## config.mk

```make
export PLATFORM = sky130hd
export DESIGN_NAME = rsa_operand_mover
export DESIGN_NICKNAME = d
export VERILOG_FILES = /design/src/rtl/rsa_operand_mover.sv
export SDC_FILE = /design/constraint.sdc
export NUM_CORES = 1
export LEC_CHECK = 0
export ABC_CLOCK_PERIOD_IN_PS = 5600
export CAP_MARGIN = 10
export CORE_UTILIZATION = 40
export DETAILED_ROUTE_END_ITERATION = 10
export GPL_TIMING_DRIVEN = 0
export PLACE_DENSITY = 0.76
export SLEW_MARGIN = 40
export SYNTH_ARGS = -nofsm -noshare
export SYNTH_HDL_FRONTEND = slang
export SYNTH_SLANG_ARGS = --single-unit
```

## constraint.sdc

```tcl
create_clock -name clk -period 5.6 [get_ports clk]
set_input_delay 0.56 -clock clk [delete_from_list [all_inputs] [get_ports clk]]
set_output_delay 0.56 -clock clk [all_outputs]
set_load 0.05 [all_outputs]
```

## src/rtl/rsa_operand_mover.sv

```systemverilog
// Operand/result mover between Avalon-MM memory and the RSA core, controlled via an 8-bit s0 slave.
// Optional build macro RSA_MOVER_BIG_ENDIAN_EN maps byte k to the most-significant end of the operand.
module rsa_operand_mover #(
    parameter int          WORD_BYTES = 32,
    parameter logic [31:0] SRC_BASE   = 32'h0000_0000,
    parameter logic [31:0] DST_BASE   = 32'h0000_1000
) (
    input  logic                    clk,
    input  logic                    reset,
    input  logic                    avs_s0_address,
    input  logic                    avs_s0_read,
    input  logic                    avs_s0_write,
    input  logic [7:0]              avs_s0_writedata,
    output logic [7:0]              avs_s0_readdata,
    output logic                    avs_s0_waitrequest,
    output logic [31:0]             avm_m0_address,
    output logic                    avm_m0_read,
    output logic                    avm_m0_write,
    output logic [7:0]              avm_m0_writedata,
    input  logic [7:0]              avm_m0_readdata,
    input  logic                    avm_m0_waitrequest,
    output logic [8*WORD_BYTES-1:0] op_data,
    output logic                    op_valid,
    input  logic                    op_ready,
    input  logic [8*WORD_BYTES-1:0] res_data,
    input  logic                    res_valid,
    output logic                    res_ready
);

    localparam int             KW     = (WORD_BYTES > 1) ? $clog2(WORD_BYTES) : 1;
    localparam int             DW     = 8 * WORD_BYTES;
    localparam logic [KW-1:0]  K_LAST = KW'(WORD_BYTES - 1);

    typedef enum logic [2:0] {
        S_IDLE = 3'd0,
        S_RD   = 3'd1,
        S_PRES = 3'd2,
        S_WRES = 3'd3,
        S_WR   = 3'd4,
        S_FIN  = 3'd5
    } state_t;

    state_t          state_q, state_d;
    logic [KW-1:0]   k_q, k_d;
    logic [7:0]      blk_reg_q, blk_reg_d;
    logic [7:0]      blk_q, blk_d;
    logic            done_q, done_d;
    logic [DW-1:0]   op_q, op_d;
    logic [DW-1:0]   res_q, res_d;

    logic [KW-1:0]   lane_s;
    logic            busy_s;
    logic            start_s;
    logic [31:0]     src_s;
    logic [31:0]     dst_s;

    // Byte lane inside the operand/result word that memory byte k maps to
    function automatic logic [KW-1:0] byte_lane(input logic [KW-1:0] k);
`ifdef RSA_MOVER_BIG_ENDIAN_EN
        byte_lane = K_LAST - k;
`else
        byte_lane = k;
`endif
    endfunction

    assign lane_s  = byte_lane(k_q);
    assign busy_s  = (state_q != S_IDLE) && (state_q != S_FIN);
    assign start_s = avs_s0_write && (avs_s0_address == 1'b0) && avs_s0_writedata[0];
    assign src_s   = SRC_BASE + (32'(blk_q) * 32'(WORD_BYTES)) + 32'(k_q);
    assign dst_s   = DST_BASE + (32'(blk_q) * 32'(WORD_BYTES)) + 32'(k_q);

    assign avs_s0_waitrequest = 1'b0;
    assign avs_s0_readdata    = avs_s0_address ? blk_reg_q : {6'b000000, done_q, busy_s};
    assign op_data            = op_q;

    // Next-state, datapath updates and master/core handshake outputs
    always_comb begin
        state_d          = state_q;
        k_d              = k_q;
        blk_reg_d        = blk_reg_q;
        blk_d            = blk_q;
        done_d           = done_q;
        op_d             = op_q;
        res_d            = res_q;
        avm_m0_address   = 32'h0000_0000;
        avm_m0_read      = 1'b0;
        avm_m0_write     = 1'b0;
        avm_m0_writedata = 8'h00;
        op_valid         = 1'b0;
        res_ready        = 1'b0;

        if (avs_s0_write && (avs_s0_address == 1'b1)) begin
            blk_reg_d = avs_s0_writedata;
        end else begin
            blk_reg_d = blk_reg_q;
        end

        // A status read clears done, but a done set in the same cycle takes priority
        if (state_q == S_FIN) begin
            done_d = 1'b1;
        end else if (avs_s0_read && (avs_s0_address == 1'b0)) begin
            done_d = 1'b0;
        end else begin
            done_d = done_q;
        end

        case (state_q)
            S_IDLE: begin
                if (start_s) begin
                    state_d = S_RD;
                    k_d     = '0;
                    blk_d   = blk_reg_q;
                end else begin
                    state_d = S_IDLE;
                end
            end
            S_RD: begin
                avm_m0_read    = 1'b1;
                avm_m0_address = src_s;
                if (!avm_m0_waitrequest) begin
                    op_d[{lane_s, 3'b000} +: 8] = avm_m0_readdata;
                    if (k_q == K_LAST) begin
                        state_d = S_PRES;
                        k_d     = '0;
                    end else begin
                        k_d = k_q + KW'(1);
                    end
                end else begin
                    k_d = k_q;
                end
            end
            S_PRES: begin
                op_valid = 1'b1;
                if (op_ready) begin
                    state_d = S_WRES;
                end else begin
                    state_d = S_PRES;
                end
            end
            S_WRES: begin
                res_ready = 1'b1;
                if (res_valid) begin
                    res_d   = res_data;
                    k_d     = '0;
                    state_d = S_WR;
                end else begin
                    state_d = S_WRES;
                end
            end
            S_WR: begin
                avm_m0_write     = 1'b1;
                avm_m0_address   = dst_s;
                avm_m0_writedata = res_q[{lane_s, 3'b000} +: 8];
                if (!avm_m0_waitrequest) begin
                    if (k_q == K_LAST) begin
                        state_d = S_FIN;
                        k_d     = '0;
                    end else begin
                        k_d = k_q + KW'(1);
                    end
                end else begin
                    k_d = k_q;
                end
            end
            S_FIN: begin
                state_d = S_IDLE;
            end
            default: begin
                state_d = S_IDLE;
            end
        endcase
    end

    // State and datapath registers with synchronous active-low reset
    always_ff @(posedge clk) begin
        if (!reset) begin
            state_q   <= S_IDLE;
            k_q       <= '0;
            blk_reg_q <= 8'h00;
            blk_q     <= 8'h00;
            done_q    <= 1'b0;
            op_q      <= '0;
            res_q     <= '0;
        end else begin
            state_q   <= state_d;
            k_q       <= k_d;
            blk_reg_q <= blk_reg_d;
            blk_q     <= blk_d;
            done_q    <= done_d;
            op_q      <= op_d;
            res_q     <= res_d;
        end
    end

endmodule

```

==> results of run 1 <==
==> sequential cells by signal (all words and copies together) (netlist names) <==
register,count
op_data,256
res_q,256
blk_q,8
blk_reg_q,8
k_q,5
state_q,3
done_q,1
==> cell families (layout without fill, tap and decap cells) <==
group | after synthesis | after routing | synth area share
adders and majority gates | 7 | 7 | 0.00375
muxes | 336 | 336 | 0.171
DFF | 537 | 537 | 0.461
buffers and inverters | 206 | 876 | 0.0391
AOI/OAI and AO/OA | 375 | 375 | 0.125
and+or+nand+nor | 1041 | 1041 | 0.199
other | 1 | 21 | 0.000161
xor gates and xnor gates | 3 | 3 | 0.00113
==> layer usage <==
layer / wire (um) / vias up / part of all wire / GRT usage
met5: 69 / - / 0.00081 / 0
met4: 2750 / 10 / 0.032 / 0.0904
li1: - / 9758 / - / -
met2: 41800 / 838 / 0.49 / 0.494
met3: 6230 / 168 / 0.073 / 0.0547
met1: 34100 / 9751 / 0.40 / 0.338
==> critical path, stage by stage, from the launching register on <==
cell             delay, ns
dfxtp_1               0.56
buf_2                 0.36
buf_2                 0.41
buf_1                 0.62
nand2_1               0.26
o221ai_1              0.22
a21oi_1               0.10
a211oi_1              0.51
clkdlybuf4s50_1       0.92
==> through the flow <==
stage | hold WS [ns] | util | std cells | cell area [um^2]
after floorplan | 0.440 | - | 2524 | 23400
after global placement | 0.442 | 0.521 | 3857 | 30000
after detailed placement | 0.446 | 0.521 | 3857 | 30100
after CTS | 0.458 | 0.553 | 3958 | 31900
after global routing | 0.477 | 0.554 | 3960 | 32000
final | 0.456 | 0.554 | 3961 | 32000
==> final cells by class <==
type,instances,area (um^2)
Tap cell,765,957
Sequential cell,537,10800
Clock inverter,23,262
Timing Repair Buffer,569,5690
Antenna cell,2,5.00
Multi-Input combinational cell,1781,11800
Buffer,199,893
Inverter,7,26.3
Clock buffer,78,1610
Fill cell,5172,25700
==> power breakdown <==
group          switching, uW  total [uW]  internal (uW)  leakage, uW
registers               6.70        3840           3830      0.00432
clock network           1600        3820           2230     0.000927
logic                    243         499            256      0.00576
==> layout by cell type (no fill, tap or decap), drive strengths merged, types with 3 or more instances in the layout <==
master | Yosys | layout
nand2 | 804 | 804
clkdlybuf4s50 | 0 | 568
dfxtp | 537 | 537
a21boi | 277 | 277
mux2i | 265 | 265
clkbuf | 146 | 224
nor2b | 81 | 81
buf | 53 | 54
mux4 | 48 | 48
nand3 | 31 | 31
nor3b | 26 | 26
o21ai | 25 | 25
mux2 | 23 | 23
nor2 | 22 | 22
and2 | 21 | 21
conb | 1 | 19
nor3 | 17 | 17
clkinv | 1 | 15
a21oi | 14 | 14
a211oi | 12 | 12
a22oi | 10 | 10
and3 | 9 | 9
inv | 6 | 9
a221oi | 8 | 8
ha | 7 | 7
o221ai | 6 | 6
bufinv | 0 | 5
or3 | 5 | 5
nand4 | 5 | 5
nor4 | 4 | 4
a311oi | 4 | 4
nor4b | 4 | 4
a2111oi | 3 | 3
a221o | 3 | 3
nand3b | 3 | 3
o211ai | 3 | 3
==> worst max-delay path by stage <==
stage / end / slack, ns / cells past startpoint
3_3_place_gp: avm_m0_writedata[0] / 1.11 / 8
2_1_floorplan: avm_m0_writedata[6] / 2.20 / 7
4_1_cts: avm_m0_writedata[0] / 0.42 / 8
5_1_grt: avm_m0_writedata[0] / 0.33 / 8
3_5_place_dp: avm_m0_writedata[0] / 1.10 / 8
6_report: avm_m0_writedata[0] / 0.46 / 8
==> impl_summary.txt, run 1 <==
----------------------------------------------------
[Outcome]
  Run status ... finished, final reports clean

[Power and ir drop]
  PD cells ... 255 nW/um^2
  LEAKAGE ... 0.0110 uW
  Worst VDD drop ... 0.211 mV
  Power after layout ... 8160 uW

[Die]
  Core box area ... 57700 um^2
  Num rows ... 88
  Starting density of the core ... 0.404
  Die Span Y ... 244 um
  Top-Level Pins ... 589
  Die span in x ... 244 um
  Die Footprint ... 59300 um^2

[Critical path]
  Worst R2R Start ... k_q[1]
  Reg2reg setup slack ... 1.17 ns
  Nature of the critical path endpoint ... output pin
  Crit path arrival time ... 4.58 ns
  Worst Setup SP ... k_q[1]
  Crit path kind ... flip-flop to output pin
  Req. time, crit path ... 5.04 ns
  Crit Reg-Reg Endpoint ... op_data[88]
  Number of cells on the worst reg-to-reg path ... 11
  Crit path max fanout ... 10
  Critical Path Start Type ... flip-flop

[STA]
  Final setup skew ... 0.0145 ns
  Min cycle time layout ... 5.14 ns
  Final cycle utilization of the critical path ... 0.917
  Final worst-path setup slack ... 0.462 ns
  Worst slew pin tran ... 0.863 ns
  Max Fclk ... 195 MHz
  Hold violation total from the final report ... 0
  Final-report setup violation count ... 0
  Post-route setup TNS ... 0 ns
  Setup repair after global routing missed its margin ... no
  Final count of pins violating max slew ... 0
  Worst relative slew slack ... 0.425

[Global route]
  Number of antenna violations at the first check in global routing ... 8
  Maximum number of pins on one net before global-route repair ... 15
  Wire length of the first global-routing pass ... 126000 um
  All-Layer GR Usage ... 0.279
  Via count of the first global-routing pass ... 20263
  Global route overflow ... 0

[Synth]
  Most common cell in the netlist ... nand2_1
  Share of the synthesized area in the top cell type ... 0.461
  Number of flip-flops and latches in the synthesized netlist ... 537
  Top cell type by total area after synthesis ... dfxtp_1
  Proportion of register bits with asynchronous set or reset after synthesis ... 0
  Distinct cell type count after synthesis ... 72
  Cell Area, Synth ... 23300 um^2
  Register area share after synthesis ... 0.461
  Syn Area/Cell ... 9.31 um^2
  Post-Syn Instances ... 2506
  Post-synth EDFFs ... 0
  Syn. warnings ... 0
  Dominant register cell in the synthesized netlist ... dfxtp_1
  Synth area leaders ... dfxtp_1, nand2_1, mux2i_1
  Most frequent cells after synthesis ... nand2_1, dfxtp_1, a21boi_0

[Drt]
  DR WL/cell ... 21.4 um
  Count of nets left with antenna violations after detail routing ... 0
  Total via count in the routed design ... 20525
  Pre-antenna DRT Iters ... 5
  Initial detailed-routing violation count ... 1189
  Post-Route WL ... 84900 um
  Via-to-Cell Ratio ... 5.18
  Post-route DRC ... 0

[Flow run]
  Max cap viols ... 0

[CTS]
  Number of buffers inserted by hold repair at cts ... 0
  Clock-pin slew on the worst setup and hold paths ... 0.06 ns
  Clock root buffer master ... clkbuf_16
  Htree depth ... 2
  Clock tree sinks ... 537
  CTS Buffer Depth ... 3
  TritonCTS clock tree ... yes
  Post-CTS setup-driven buffer insertion count ... 0
  Post-cts sizing count ... 0
  Number of CTS-inserted buffers ... 56
  Clock Latency Late Sink ... 0.60 ns

[Place]
  Worst Setup Slack post-DPL ... 1.10 ns
  Routability congestion estimate ... 0.911
  Number of buffers added on ports ... 568
  Placed wire-length estimate ... 65500 um

[Finish]
  Synth-to-Final Area Change ... 37.0%
  Fraction of final layout cells sized beyond drive strength 1 ... 0.0833
  Total Nets Final ... 3438

[Worst hold path]
  Worst hold endpoint ... op_data[135]
  Path category of the worst min-delay check ... flip-flop to flip-flop
  Hold depth ... 2
  Worst min-delay path startpoint ... op_data[135]

----------------------------------------------------
(Power assumes the default switching activity.)
==> inputs of run 2 (changes only) <==
--- a/config.mk
+++ b/config.mk
@@ -7,6 +7,7 @@
 export LEC_CHECK = 0
 export ABC_CLOCK_PERIOD_IN_PS = 5600
 export CAP_MARGIN = 10
+export CORE_MARGIN = 3
 export CORE_UTILIZATION = 40
 export DETAILED_ROUTE_END_ITERATION = 10
 export GPL_TIMING_DRIVEN = 0
==> run 2 against run 1 <==
Compared with the run above:
- sequential share of layout area about the same
- clock power is 2% higher
- final area up 0.11%
- hold slack gained 0.0014 ns
- final cell count down 0.10%
- clock-buffer cell count is 8 higher
- critical path type unchanged
- global-route usage decreased by 0.95 points
- worst setup slack got worse by 0.036 ns
- first-iteration DRC count down 7.7%
- via count hardly changed
- die area up 3.3%
- sequential cell count unchanged
==> impl_summary.txt, run 2 (synthesized netlist as in run 1, its figures left out) <==
----------------------------------------------------
[Outcome]
  Run status ... finished, final reports clean

[CTS]
  Clock Latency Late Sink ... 0.61 ns
  Clock tree sinks ... 537
  TritonCTS clock tree ... yes
  Post-CTS setup-driven buffer insertion count ... 0
  Clock root buffer master ... clkbuf_16
  Clock-pin slew on the worst setup and hold paths ... 0.06 ns
  Post-cts sizing count ... 0
  Htree depth ... 2
  Number of CTS-inserted buffers ... 56
  CTS Buffer Depth ... 3
  Number of buffers inserted by hold repair at cts ... 0

[Power and ir drop]
  Sw Pwr ... 1840 uW
  Net switching fraction of the power ... 0.223
  PD cells ... 257 nW/um^2
  Worst VDD drop ... 0.230 mV
  Portion of total power attributed to sequential cells ... 0.466
  LEAKAGE ... 0.0110 uW
  Power after layout ... 8230 uW
  Power share of the clock group ... 0.473
  Total internal power ... 6390 uW
  Proportion of power drawn by combinational gates ... 0.061

[Finish]
  Register cell area after layout ... 10800 um^2
  Synth-to-Final Area Change ... 37.2%
  Total Nets Final ... 3437
  Footprint of the multi-input gates ... 11800 um^2
  Most frequent cells in the layout ... nand2_1, clkdlybuf4s50_1, dfxtp_1
  Most common cell after layout, fill and taps aside ... nand2_1
  Fraction of final layout cells sized beyond drive strength 1 ... 0.0829
  Utilization of the core after routing ... 0.561
  Post-Layout Cell Count ... 3957
  Fillcell total ... 5141

[Global route]
  Wire length of the first global-routing pass ... 124000 um
  Via count of the first global-routing pass ... 19849
  Number of antenna violations at the first check in global routing ... 13
  Maximum number of pins on one net before global-route repair ... 15
  All-Layer GR Usage ... 0.270
  Global route overflow ... 0

[Drt]
  Via-to-Cell Ratio ... 5.19
  Count of nets left with antenna violations after detail routing ... 0
  Total via count in the routed design ... 20531
  Initial detailed-routing violation count ... 1098
  Post-Route WL ... 86100 um
  Pre-antenna DRT Iters ... 5
  DR WL/cell ... 21.8 um
  Post-route DRC ... 0

[Place]
  Routability congestion estimate ... 0.882
  # placed instances ... 3848
  Placed wire-length estimate ... 67600 um
  Number of buffers added on ports ... 568

[Critical path]
  Crit path kind ... flip-flop to output pin
  WP buf/inv ... 3
  Critical Path Start Type ... flip-flop
  Nature of the critical path endpoint ... output pin
  Crit path arrival time ... 4.61 ns
  Crit path max fanout ... 10
  Delay contributed by the slowest stage of the critical path ... 0.92 ns
  Worst Setup SP ... k_q[2]
  Library cell contributing the largest single delay on the critical path ... clkdlybuf4s50_1
  CP delay by family, top ... buffers and inverters
  Worst R2R Start ... k_q[1]
  Most numerous cell on the critical path ... buf_2
  Cell breakdown of the critical path ... buf_2 > buf_2 > nor2b_1 > nand2_1 > o221ai_1 > a21oi_1 > a211oi_1 > clkdlybuf4s50_1
  Req. time, crit path ... 5.04 ns

[STA]
  Final setup skew ... 0.0245 ns
  Max Fclk ... 193 MHz
  Final count of pins violating max slew ... 0
  Min cycle time layout ... 5.17 ns
  Worst Hold Slack ... 0.457 ns
  Final cycle utilization of the critical path ... 0.924
  Setup repair after global routing missed its margin ... no
  Hold violation total from the final report ... 0
  Post-route setup TNS ... 0 ns
  Worst relative slew slack ... 0.394
  Final-report setup violation count ... 0
  Worst slew pin tran ... 0.909 ns

[Flow run]
  Max cap viols ... 0

[Die]
  Top-Level Pins ... 589
  Die Footprint ... 61300 um^2
  Die span in x ... 248 um
  Core box area ... 57000 um^2
  Die Span Y ... 248 um
  Num rows ... 87
  Starting density of the core ... 0.409

[Worst hold path]
  Worst min-delay path startpoint ... op_data[147]
  Path category of the worst min-delay check ... flip-flop to flip-flop

----------------------------------------------------
==> run 2: power by group through the flow <==
stage / Sequential, uW / Combinational, uW / Clock [uW]
floorplan: 3920 / 192 / 0
global placement: 3920 / 497 / 0
detailed placement: 3920 / 497 / 0
CTS: 3840 / 499 / 3930
global route: 3830 / 525 / 4110
finish: 3840 / 500 / 3890
==> run 2: stage by stage <==
stage	cell area (um^2)	setup slack [ns]
floorplan	23400	2.20
global placement	30000	0.994
detailed placement	30000	1.03
CTS	32000	0.338
global route	32000	0.223
finish	32000	0.426
==> run 2: worst paths after layout <==
path / slack (ns) / endpoint / depth (start not counted)
min reg2reg: 0.46 / op_data[147] / 2
max: 0.43 / avm_m0_writedata[0] / 8
min: 0.46 / op_data[147] / 2
max reg2reg: 1.26 / op_data[217] / 11
==> run 2: area by class of cell <==
class                      count  share of cell area
antenna                        4            0.000313
tap                          756              0.0296
clock inverter                19             0.00762
multi-input combinational   1781               0.368
sequential                   537               0.336
timing repair buffer         568               0.178
inverter                       7            0.000821
clock buffer                  86              0.0527
buffer                       199              0.0280
==> run 2: metal layers <==
layer  global-route usage  routed length, um  vias to the layer above
li1                     -                  -                     9738
met1                0.325              33900                     9794
met4               0.0946               2980                       16
met2                0.467              42000                      813
met3               0.0677               7100                      170
met5                    0                119                        -
==> run 2: tightest hold or removal path: cells and delay by family (launching register included) <==
kind | cells | cell delay [ns]
flops | 1 | 0.31
mux | 1 | 0.05
simple gates | 1 | 0.05
==> RTL edit, RTL diff (settings of run 1) <==
Encoding of `state_t`: now one-hot (6 bits for 6 states).
--- a/src/rtl/rsa_operand_mover.sv
+++ b/src/rtl/rsa_operand_mover.sv
@@ -32,11 +32,11 @@
     localparam logic [KW-1:0]  K_LAST = KW'(WORD_BYTES - 1);
 
-    typedef enum logic [2:0] {
-        S_IDLE = 3'd0,
-        S_RD   = 3'd1,
-        S_PRES = 3'd2,
-        S_WRES = 3'd3,
-        S_WR   = 3'd4,
-        S_FIN  = 3'd5
+    typedef enum logic [5:0] {
+        S_IDLE = 6'b000001,
+        S_RD   = 6'b000010,
+        S_PRES = 6'b000100,
+        S_WRES = 6'b001000,
+        S_WR   = 6'b010000,
+        S_FIN  = 6'b100000
     } state_t;
 
Behaviour: no difference found for any inputs over 4 cycles, from zero or initial values and one cycle with reset low; so few cycles prove little.
==> RTL edit against run 1 <==
Worst setup slack worse by 190 ps. Sequential share of layout area up 0.38 points. Clock skew down 1.0 ps. Power down 0.45%. Fmax down 3.6%. Synthesized area down 0.81%. Sequential cell count up 3. Wire length down 2.6%. Final area down 0.56%. Highest routed layer unchanged.
==> RTL edit: results (changes against run 1) <==
Outcome
  • Status: complete, no violations

Critical path
  • Critical path type: reg2out
  • Worst r2r src: k_q[0]$_SDFFE_PN0P_
  • Worst stage delay on the critical path: 980 ps (+60 ps)
  • Worst-path maximum fanout: 10 (unchanged)
  • CP max stage cell: clkdlybuf4s50_1

Route
  • DRT iter0 DRCs: 1197 (+0.67%)
  • Total iterations of the first detailed-routing run: 5 (unchanged)
  • Number of vias per cell: 5.16 (-0.47%)
  • DR WL/cell: 21.0 um (-2.1%)

Cells and area
  • Share of cells above drive strength 1: 7.98% (-0.35 points)
  • Final net count: 3422 (-0.47%)

GRT
  • Total GRT Usage: 27.3% (-0.65 points)
  • Vias in the first global route: 19900 (-1.9%)
  • Initial antenna violation count: 6 (-2)
  • First-pass GRT wire length: 122 mm (-3.3%)
  • Largest net degree at the start of global routing: 15 (unchanged)

Synthesis
  • Netlist cell types: 64 (-11%)
  • Top post-synthesis cells by count: 847 x nand2_1, 540 x dfxtp_1, 282 x mux2i_1
  • Most used DFF post-synth: dfxtp_1
  • Ranking of synthesized cells by area: dfxtp_1 47%, nand2_1 14%, mux2i_1 12%
  • Sequential share of the synthesized area: 46.7% (+0.64 points)
  • Ys async rst share: 0% (unchanged)
  • Yosys synthesis warning count: 0 (unchanged)

CTS
  • Clk root buf: clkbuf_16
  • Total CTS buffers: 56 (unchanged)
  • Worst-Skew Late Latency: 620 ps (+20 ps)
  • Setup Buffers After CTS: 0 (unchanged)
  • Max Root-Sink Buffers: 3 (unchanged)
  • CTS clk-pin slew, worst paths: 60 ps (about the same)

Pwr
  • Cell leakage power: 10.9 nW (-0.61%)
  • Maximum VDD drop: 0.226 mV (+7.1%)

Min path
  • Worst hold start: avs_s0_address
  • Worst min path class: in2reg

STA
  • Clock Skew: 13.5 ps (-1.03 ps)
  • Worst slew pin tran: 881 ps (+17.5 ps)

Placed design
  • Place WS: 427 ps (-672 ps)
  • Placer Congestion: 0.925 (+1.5%)
  • DP Area: 29900 um2 (-0.67%)
  • PortBufs: 565 (-0.53%)
  • DPL Wire Length: 64.8 mm (-0.97%)
==> RTL edit: cell types whose count changed after synthesis, moves of 7 or more <==
cell and change:
nor2b_1 -52, nor2_1 -7, nor2_8 +12, a21boi_0 -8, o22ai_1 +8, nand2_1 +53
nand2_2 -10, nor3b_1 -25, mux2i_1 +17, buf_1 +10, a21oi_1 -7, nor3_4 -7
==> RTL edit: path summary, 6_finish.rpt <==
check	to	depth (start not counted)	slack [ps]
max	avm_m0_writedata[3]	9	270
min	blk_reg_q[7]$_SDFFE_PN0P_	3	390
max reg2reg	op_data[96]$_SDFFE_PN0P_	14	450
min reg2reg	op_data[8]$_SDFFE_PN0P_	2	460
==> RTL edit: critical path: cells and delay by family, from the launching register on <==
kind | cells | cell delay [ps]
AO/OA/AOI/OAI | 3 | 920
flip-flops | 1 | 390
AND/OR/NAND/NOR | 1 | 300
buffers and inverters | 5 | 2520
==> RTL edit: layout make-up <==
cell class / instances / area, um2
Inverter: 10 / 37.5
Sequential cell: 540 / 10800
Buffer: 203 / 875
Fill cell: 5091 / 25000
Clock inverter: 21 / 210
Multi-Input combinational cell: 1760 / 11500
Clock buffer: 83 / 1690
Tap cell: 756 / 946
Timing Repair Buffer: 565 / 5660
Antenna cell: 5 / 12.5
==> RTL edit: through the flow <==
step                      util, %  std cells  hold slack (ps)
after floorplan                 -       2513              440
after global placement       52.5       3834              441
after detailed placement     52.6       3834              446
after CTS                    55.9       3938              365
after global routing         55.9       3941              438
final                        55.9       3943              388
==> RTL edit: cell families (layout without fill, tap and decap cells) <==
family | Yosys count | count (layout) | share of synthesized area (%)
AOI/OAI and AO/OA | 358 | 358 | 11.5
xor gates and xnor gates | 10 | 10 | 0.378
adders and majority gates | 6 | 6 | 0.324
buffers and inverters | 213 | 882 | 3.91
DFF | 540 | 540 | 46.7
muxes | 348 | 348 | 17.7
other | 1 | 24 | 0.0162
and+or+nand+nor | 1019 | 1019 | 19.4
==> RTL edit: power by group <==
group	total [W]	switching [W]	internal [W]
combinational	0.000423	0.000194	0.000229
sequential	0.00385	0.00000250	0.00384
clock	0.00385	0.00162	0.00223
total	0.00812	0.00181	0.00631
==> RTL edit: repair_timing <==
action	4_1_cts	5_1_grt
endpoints found under the setup margin	1	1
hold buffers	0	0
gates resized for setup	1	1
==> RTL edit: metal layers <==
layer,vias up,track usage (%),share of wire (%)
li1,9683,-,-
met2,873,47.7,49
met4,4,11.3,3.9
met3,156,4.66,7.5
met1,9619,32.9,39
met5,-,0,0.037
